## src/rtl/bus_master_arbiter.sv

```systemverilog
// Shared system bus arbiter for the io, L2cache and uncache masters.
// Registered one-hot grant, round-robin or fixed priority, hold timeout with bus_error.
module bus_master_arbiter #(
   parameter int unsigned TIMEOUT = 1024,
   parameter int unsigned CNT_W   = 11,
   parameter bit          RR_EN   = 1'b1
) (
   input  logic       clk,
   input  logic       reset,
   input  logic       io_bus_req,
   input  logic       L2cache_bus_req,
   input  logic       uncache_bus_req,
   input  logic       io_bus_free,
   input  logic       L2cache_bus_free,
   input  logic       uncache_bus_free,
   output logic       bus_io_grant,
   output logic       bus_L2cache_grant,
   output logic       bus_uncache_grant,
   output logic [1:0] bus_owner,
   output logic       bus_busy,
   output logic       bus_error
);

   typedef enum logic [1:0] {IDLE, GRANT, RELEASE} state_t;

   localparam logic [1:0]       OWN_NONE = 2'd0;
   localparam logic [1:0]       OWN_IO   = 2'd1;
   localparam logic [1:0]       OWN_L2   = 2'd2;
   localparam logic [1:0]       OWN_UNC  = 2'd3;
   localparam logic [CNT_W-1:0] CNT_LAST = CNT_W'(TIMEOUT - 1);
   localparam logic [CNT_W-1:0] CNT_MAX  = '1;

   state_t           state_q, state_d;
   logic [CNT_W-1:0] cnt_q, cnt_d;
   logic [1:0]       owner_q, owner_d;
   logic [1:0]       last_q, last_d;
   logic [2:0]       grant_q, grant_d;
   logic             busy_q, busy_d;
   logic             error_q, error_d;

   logic [2:0] req_c;
   logic [2:0] free_c;
   logic [1:0] pick_c;
   logic       owner_free_c;

   assign req_c        = {uncache_bus_req, L2cache_bus_req, io_bus_req};
   assign free_c       = {uncache_bus_free, L2cache_bus_free, io_bus_free};
   assign owner_free_c = |(grant_q & free_c);

   // Winner selection: search starts at the master after the last owner.
   always_comb begin
      pick_c = OWN_NONE;
      if (!RR_EN || last_q == OWN_UNC || last_q == OWN_NONE) begin
         if      (req_c[0]) pick_c = OWN_IO;
         else if (req_c[1]) pick_c = OWN_L2;
         else if (req_c[2]) pick_c = OWN_UNC;
      end else if (last_q == OWN_IO) begin
         if      (req_c[1]) pick_c = OWN_L2;
         else if (req_c[2]) pick_c = OWN_UNC;
         else if (req_c[0]) pick_c = OWN_IO;
      end else begin
         if      (req_c[2]) pick_c = OWN_UNC;
         else if (req_c[0]) pick_c = OWN_IO;
         else if (req_c[1]) pick_c = OWN_L2;
      end
   end

   // Next-state and registered-output logic.
   always_comb begin
      state_d = state_q;
      cnt_d   = cnt_q;
      owner_d = owner_q;
      last_d  = last_q;
      grant_d = grant_q;
      busy_d  = busy_q;
      error_d = 1'b0;
      case (state_q)
         IDLE: begin
            grant_d = 3'b000;
            owner_d = OWN_NONE;
            busy_d  = 1'b0;
            cnt_d   = '0;
            if (pick_c != OWN_NONE) begin
               state_d = GRANT;
               owner_d = pick_c;
               last_d  = pick_c;
               grant_d = {pick_c == OWN_UNC, pick_c == OWN_L2, pick_c == OWN_IO};
               busy_d  = 1'b1;
            end
         end
         GRANT: begin
            busy_d = 1'b1;
            if (owner_free_c || cnt_q == CNT_LAST) begin
               state_d = RELEASE;
               grant_d = 3'b000;
               owner_d = OWN_NONE;
               error_d = !owner_free_c;
            end else if (cnt_q != CNT_MAX) begin
               cnt_d = cnt_q + CNT_W'(1);
            end
         end
         RELEASE: begin
            state_d = IDLE;
            grant_d = 3'b000;
            owner_d = OWN_NONE;
            busy_d  = 1'b0;
         end
         default: begin
            state_d = IDLE;
            grant_d = 3'b000;
            owner_d = OWN_NONE;
            busy_d  = 1'b0;
         end
      endcase
   end

   always_ff @(posedge clk or negedge reset) begin
      if (!reset) begin
         state_q <= IDLE;
         cnt_q   <= '0;
         owner_q <= OWN_NONE;
         last_q  <= OWN_UNC;
         grant_q <= 3'b000;
         busy_q  <= 1'b0;
         error_q <= 1'b0;
      end else begin
         state_q <= state_d;
         cnt_q   <= cnt_d;
         owner_q <= owner_d;
         last_q  <= last_d;
         grant_q <= grant_d;
         busy_q  <= busy_d;
         error_q <= error_d;
      end
   end

   assign bus_io_grant      = grant_q[0];
   assign bus_L2cache_grant = grant_q[1];
   assign bus_uncache_grant = grant_q[2];
   assign bus_owner         = owner_q;
   assign bus_busy          = busy_q;
   assign bus_error         = error_q;

endmodule
```

## config.mk

```make
export PLATFORM = sky130hd
export DESIGN_NAME = bus_master_arbiter
export DESIGN_NICKNAME = d
export VERILOG_FILES = /design/src/rtl/bus_master_arbiter.sv
export SDC_FILE = /design/constraint.sdc
export NUM_CORES = 1
export LEC_CHECK = 0
export CAP_MARGIN = 30
export CORE_MARGIN = 1
export CORE_UTILIZATION = 53
export CTS_CLUSTER_SIZE = 40
export DETAILED_ROUTE_END_ITERATION = 10
export GPL_ROUTABILITY_DRIVEN = 0
export HOLD_SLACK_MARGIN = 0.12
export PLACE_DENSITY_LB_ADDON = 0.25
export SLEW_MARGIN = 40
export SYNTH_ARGS = -nofsm -noshare
export SYNTH_HDL_FRONTEND = slang
export SYNTH_SLANG_ARGS = --single-unit
export TNS_END_PERCENT = 20
```

## constraint.sdc

```tcl
create_clock -name clk -period 2.9 [get_ports clk]
set_clock_uncertainty 0.15 [all_clocks]
set_input_delay 0.58 -clock clk [delete_from_list [all_inputs] [get_ports clk]]
set_output_delay 0.58 -clock clk [all_outputs]
set_load 0.02 [all_outputs]
```

* Word-level counts from Yosys, hierarchy flattened
Index checks and enable logic that the tools add are counted.
Operators by class: add/subtract/negate cells 1, multiply operators 0, divide/modulo/power cells 0, $lt $le $gt $ge 0, equal/unequal tests 12, shift operators 0, multiplexer cells 27, bitwise operators 1, reduce and logical (&&, ||, !) cells 11
Operators with widths (number):
- $mux 2 | 14
- $mux 11 | 2
- $pmux 11 s2 | 1
- $add 11x1->11 const B | 1
- $eq 11x10->1 const B | 1
- $ne 11x11->1 const B | 1
- $ne 2x2->1 const B | 4
- $pmux 2 s2 | 2
- $eq 2x1->1 const B | 3
- $eq 2x2->1 const B | 3
- $mux 3 | 2
- $pmux 3 s2 | 1
- $logic_not 2->1 | 2
- $mux 1 | 4
- $reduce_and 2->1 | 2
- $reduce_bool 2->1 | 2
- $and 3x3->3 | 1
- $reduce_and 3->1 | 1
- $reduce_or 3->1 | 1
- $logic_or 1x1->1 | 2
- $pmux 1 s2 | 1
- $logic_not 1->1 | 1
Storage, ports and cells: register bits 22, bits in latches 0, memory bits (writable) 0, ROM bits 0, bits of input ports 8, output and inout bits 7, word-level logic and storage cells 59, memories kept 0

* Depth between registers and ports, before layout
word-level depth 8, depth in mapped cells 6, gate-level depth less buffers 6

* Worst setup path after synthesis
OpenSTA, ideal clock, no wires.
kind input-to-reg, start input io_bus_free, end register cnt_q[3], setup time 104 ps, data arrival time 2083 ps, required time 2646 ps, setup slack 563 ps, stages 4, path buffers 0, path through a222oi_1 o31ai_2 or3_1 o311ai_1
Between the ends: word-level cells in the longest chain between the ends 5
Ends and longest elaborated chain:
- start, declared | RTL line 13 | input logic io_bus_free,
- $and 3x3->3 | RTL line 48 | assign owner_free_c = |(grant_q & free_c);
- $reduce_or 3->1 | RTL line 48
- $logic_or 1x1->1 | RTL line 93 | if (owner_free_c || cnt_q == CNT_LAST) begin
- $ne 2x2->1 (no source line)
- $reduce_and 3->1 (no source line)
- end signal, assigned | RTL line 128 | cnt_q <= cnt_d;
- end, declared | RTL line 34 | logic [CNT_W-1:0] cnt_q, cnt_d;
No other way between the ends. A chain may end at the register's enable or synchronous reset.

* Final worst setup path
Ends and elaborated chain as after synthesis.

==> metrics.yaml <==
status: "completed"
syn2layout_area_growth_pct: 21.2
synth.mux.area_fraction: 0
synth_nets: 124
antenna_found_initial: 0
cts_root_buf: "clkbuf_4"
ctsHtreeMaxLevel: 1
chipHeight_um: 48.0
yosysSeqAreaShare: 0.493
netlist_top_cells_area: "dfrtp_1 45%, nand2_1 5.4%, nand3_1 4.9%"
grt_max_degree: 16
synth_largest_area_cell: "dfrtp_1"
ys_ff_latch: 22
drt_iter0_markers: 22
synth_top_family_by_area: "simple AND/OR/NAND/NOR gates"
worstSetupPathType: "in -> reg"
synthCells: 114
synth-compound-area-share: 0.212
slew_viol_final: 0
slew_headroom: 0.549
r2r_start: "state_q[0]$_DFFE_PN0P_"
clk_latency_ns: 0.32
core_mm2: 0.00198
cp_top_family: "compound AO/OA/AOI/OAI gates"
cpMaxStageDelayCell: "clkdlybuf4s50_1"
crit_start: "io_bus_free"
place.detailed.hpwl_um: 1710
cts.clk_slew.worst_paths_ns: 0.13
route.vias.total: 974
crit_chain: "clkdlybuf4s50_1, a222oi_1, buf_4, o31ai_2, or3_1, o311ai_1"
ys_warn_count: 0
start_util: 0.566
cts_tree: "done"
ys_types: 37
drt-vias-per-instance: 6.13
slowest_delay_ns: 0.41
tightest_slew_ns: 0.674
finalCritPeriodShare: 0.755
cp_max_fo: 8
row_count: 16
p_per_area_mw_per_mm2: 890
synth_adder_area_share: 0.0223
max_freq_mhz: 456
cts_made_buffers: 3
fin_nets: 143
track_usage: 0.239
ff2ff_setup_slack_ns: 0.88
syn-cell-area_mm2: 0.00112
start_kind: "input pin"
n_antenna_cell: 0
hold_viol_final: 0
grt_pass1_wl_um: 3730
setup_viol: 0
post_cts_buffers: 0
clock_path_buffers: 2
maxCapViolCount: 0
path_buf_inv: 2
drc_errors: 0
grt_overflow: 0
ant_nets: 0
rsz0062_at_grt: "no"
worstPathArrival_ns: 2.25
endpoint_kind: "flop"
fin_crit_ns: 2.19
cts.sinks: 22
drive_above_1_share: 0.0909
io_buffers: 14
power_w: 0.00121
p_leak_nw: 0.570
synth-xor-area-share: 0
pin_count: 15
die_area_mm2: 0.00230
netlist.area_leader.share: 0.446
ctsResizeCount: 0
required_ns: 2.96
worstHoldStart: "last_q[0]$_DFFE_PN1P_"
grt_pass1_vias: 821
drt-total-wl_um: 2380
hp-class: "reg -> reg"
synth_simple_gate_area_frac: 0.256
fillers: 149
ir_drop_uv: 640
wl_per_cell_um: 14.9
die_w_um: 48.0
hold_buffers: 0
dr.pass1.iters: 4
avgSynthCellArea_um2: 9.83
tns_ns: 0
-- through the flow --
| step | setup slack, ns | util | instance area, µm² | cells | hold slack (ns) |
|---|---|---|---|---|---|
| floorplan | 0.563 | - | 1120 | 114 | 0.134 |
| global placement | 0.442 | 0.659 | 1310 | 155 | 0.323 |
| detailed placement | 0.357 | 0.659 | 1310 | 155 | 0.329 |
| CTS | 0.690 | 0.686 | 1360 | 159 | 0.363 |
| global route | 0.588 | 0.686 | 1360 | 159 | 0.377 |
| finish | 0.709 | 0.686 | 1360 | 159 | 0.356 |
-- cells in the final DEF, fill, tap and decap left out, drive strengths merged, types with 3 or more instances in the layout --
cell and instances:
nand2b 3, dfrtp 20, nand3 11, o311ai 7, buf 3, or3 3
nor2 5, o211ai 4, a21oi 4, or4 3, clkdlybuf4s50 14, clkbuf 3
nand2 16, nand4 3
-- area by class of cell --
class / instances / area (µm²) / area share
Inverter: 2 / 7.51 / 0.00552
Tap cell: 27 / 33.8 / 0.0249
Sequential cell: 22 / 553 / 0.407
Multi-Input combinational cell: 87 / 549 / 0.404
Timing Repair Buffer: 17 / 163 / 0.120
Clock inverter: 1 / 30.0 / 0.0221
Clock buffer: 3 / 22.5 / 0.0166
-- synthesized netlist by cell type, drive strengths merged --
cell type,number
a2111oi,1
a211o,1
a21o,2
a21oi,4
a221o,1
a222oi,1
a22o,2
a32oi,1
and2,1
and3,2
and4,1
clkbuf,3
dfrtp,20
dfstp,2
ha,2
inv,2
nand2,16
nand2b,3
nand3,11
nand4,3
nor2,5
nor2b,1
nor3,2
nor4,1
nor4b,1
o211ai,4
o21ai,2
o2bb2ai,2
o311ai,7
o31ai,2
or2,1
or2b,1
or3,3
or4,3
-- worst reg2reg max path, stage by stage (launching register included) --
cell and delay [ns]:
dfrtp_1 0.65, nand2b_1 0.35, or2b_1 0.34, nor2_1 0.27, a22o_1 0.20
-- state kept, by name, indices dropped and copies added, names as in the netlist --
name / flops
bus_busy: 1
cnt_q: 11
last_q: 2
bus_owner: 2
state_q: 2
grant_q: 3
bus_error: 1
-- metal layers --
layer,vias to the layer above,global-route usage,part of all wire
met5,-,0,0
met4,0,0.117,0.016
met3,4,0.0340,0.037
met2,25,0.354,0.46
met1,466,0.341,0.48
li1,479,-,-
-- power by group --
part / internal [W] / switching [W]
combinational: 0.000209 / 0.000259
sequential: 0.000399 / 0.000108
clock: 0.000140 / 0.0000960
-- cells by family (layout without fill, tap and decap cells) --
group / Yosys count / after routing
AO/OA/AOI/OAI: 30 / 30
AND/OR/NAND/NOR: 55 / 55
adder cells (fa/ha/maj): 2 / 2
buffers and inverters: 5 / 23
flip-flops: 22 / 22
-- path summary, 6_finish.rpt --
path                       depth (start not counted)                     end
max                                                6    cnt_q[3]$_DFFE_PN0P_
max reg2reg                                        4  grant_q[2]$_DFFE_PN0P_
max in group asynchronous                          2    cnt_q[2]$_DFFE_PN0P_
min in group asynchronous                          1      bus_busy$_DFF_PN0_
min reg2reg                                        2   last_q[0]$_DFFE_PN1P_
min                                                2   last_q[0]$_DFFE_PN1P_
No activity file was read; power rests on OpenSTA's default activity.
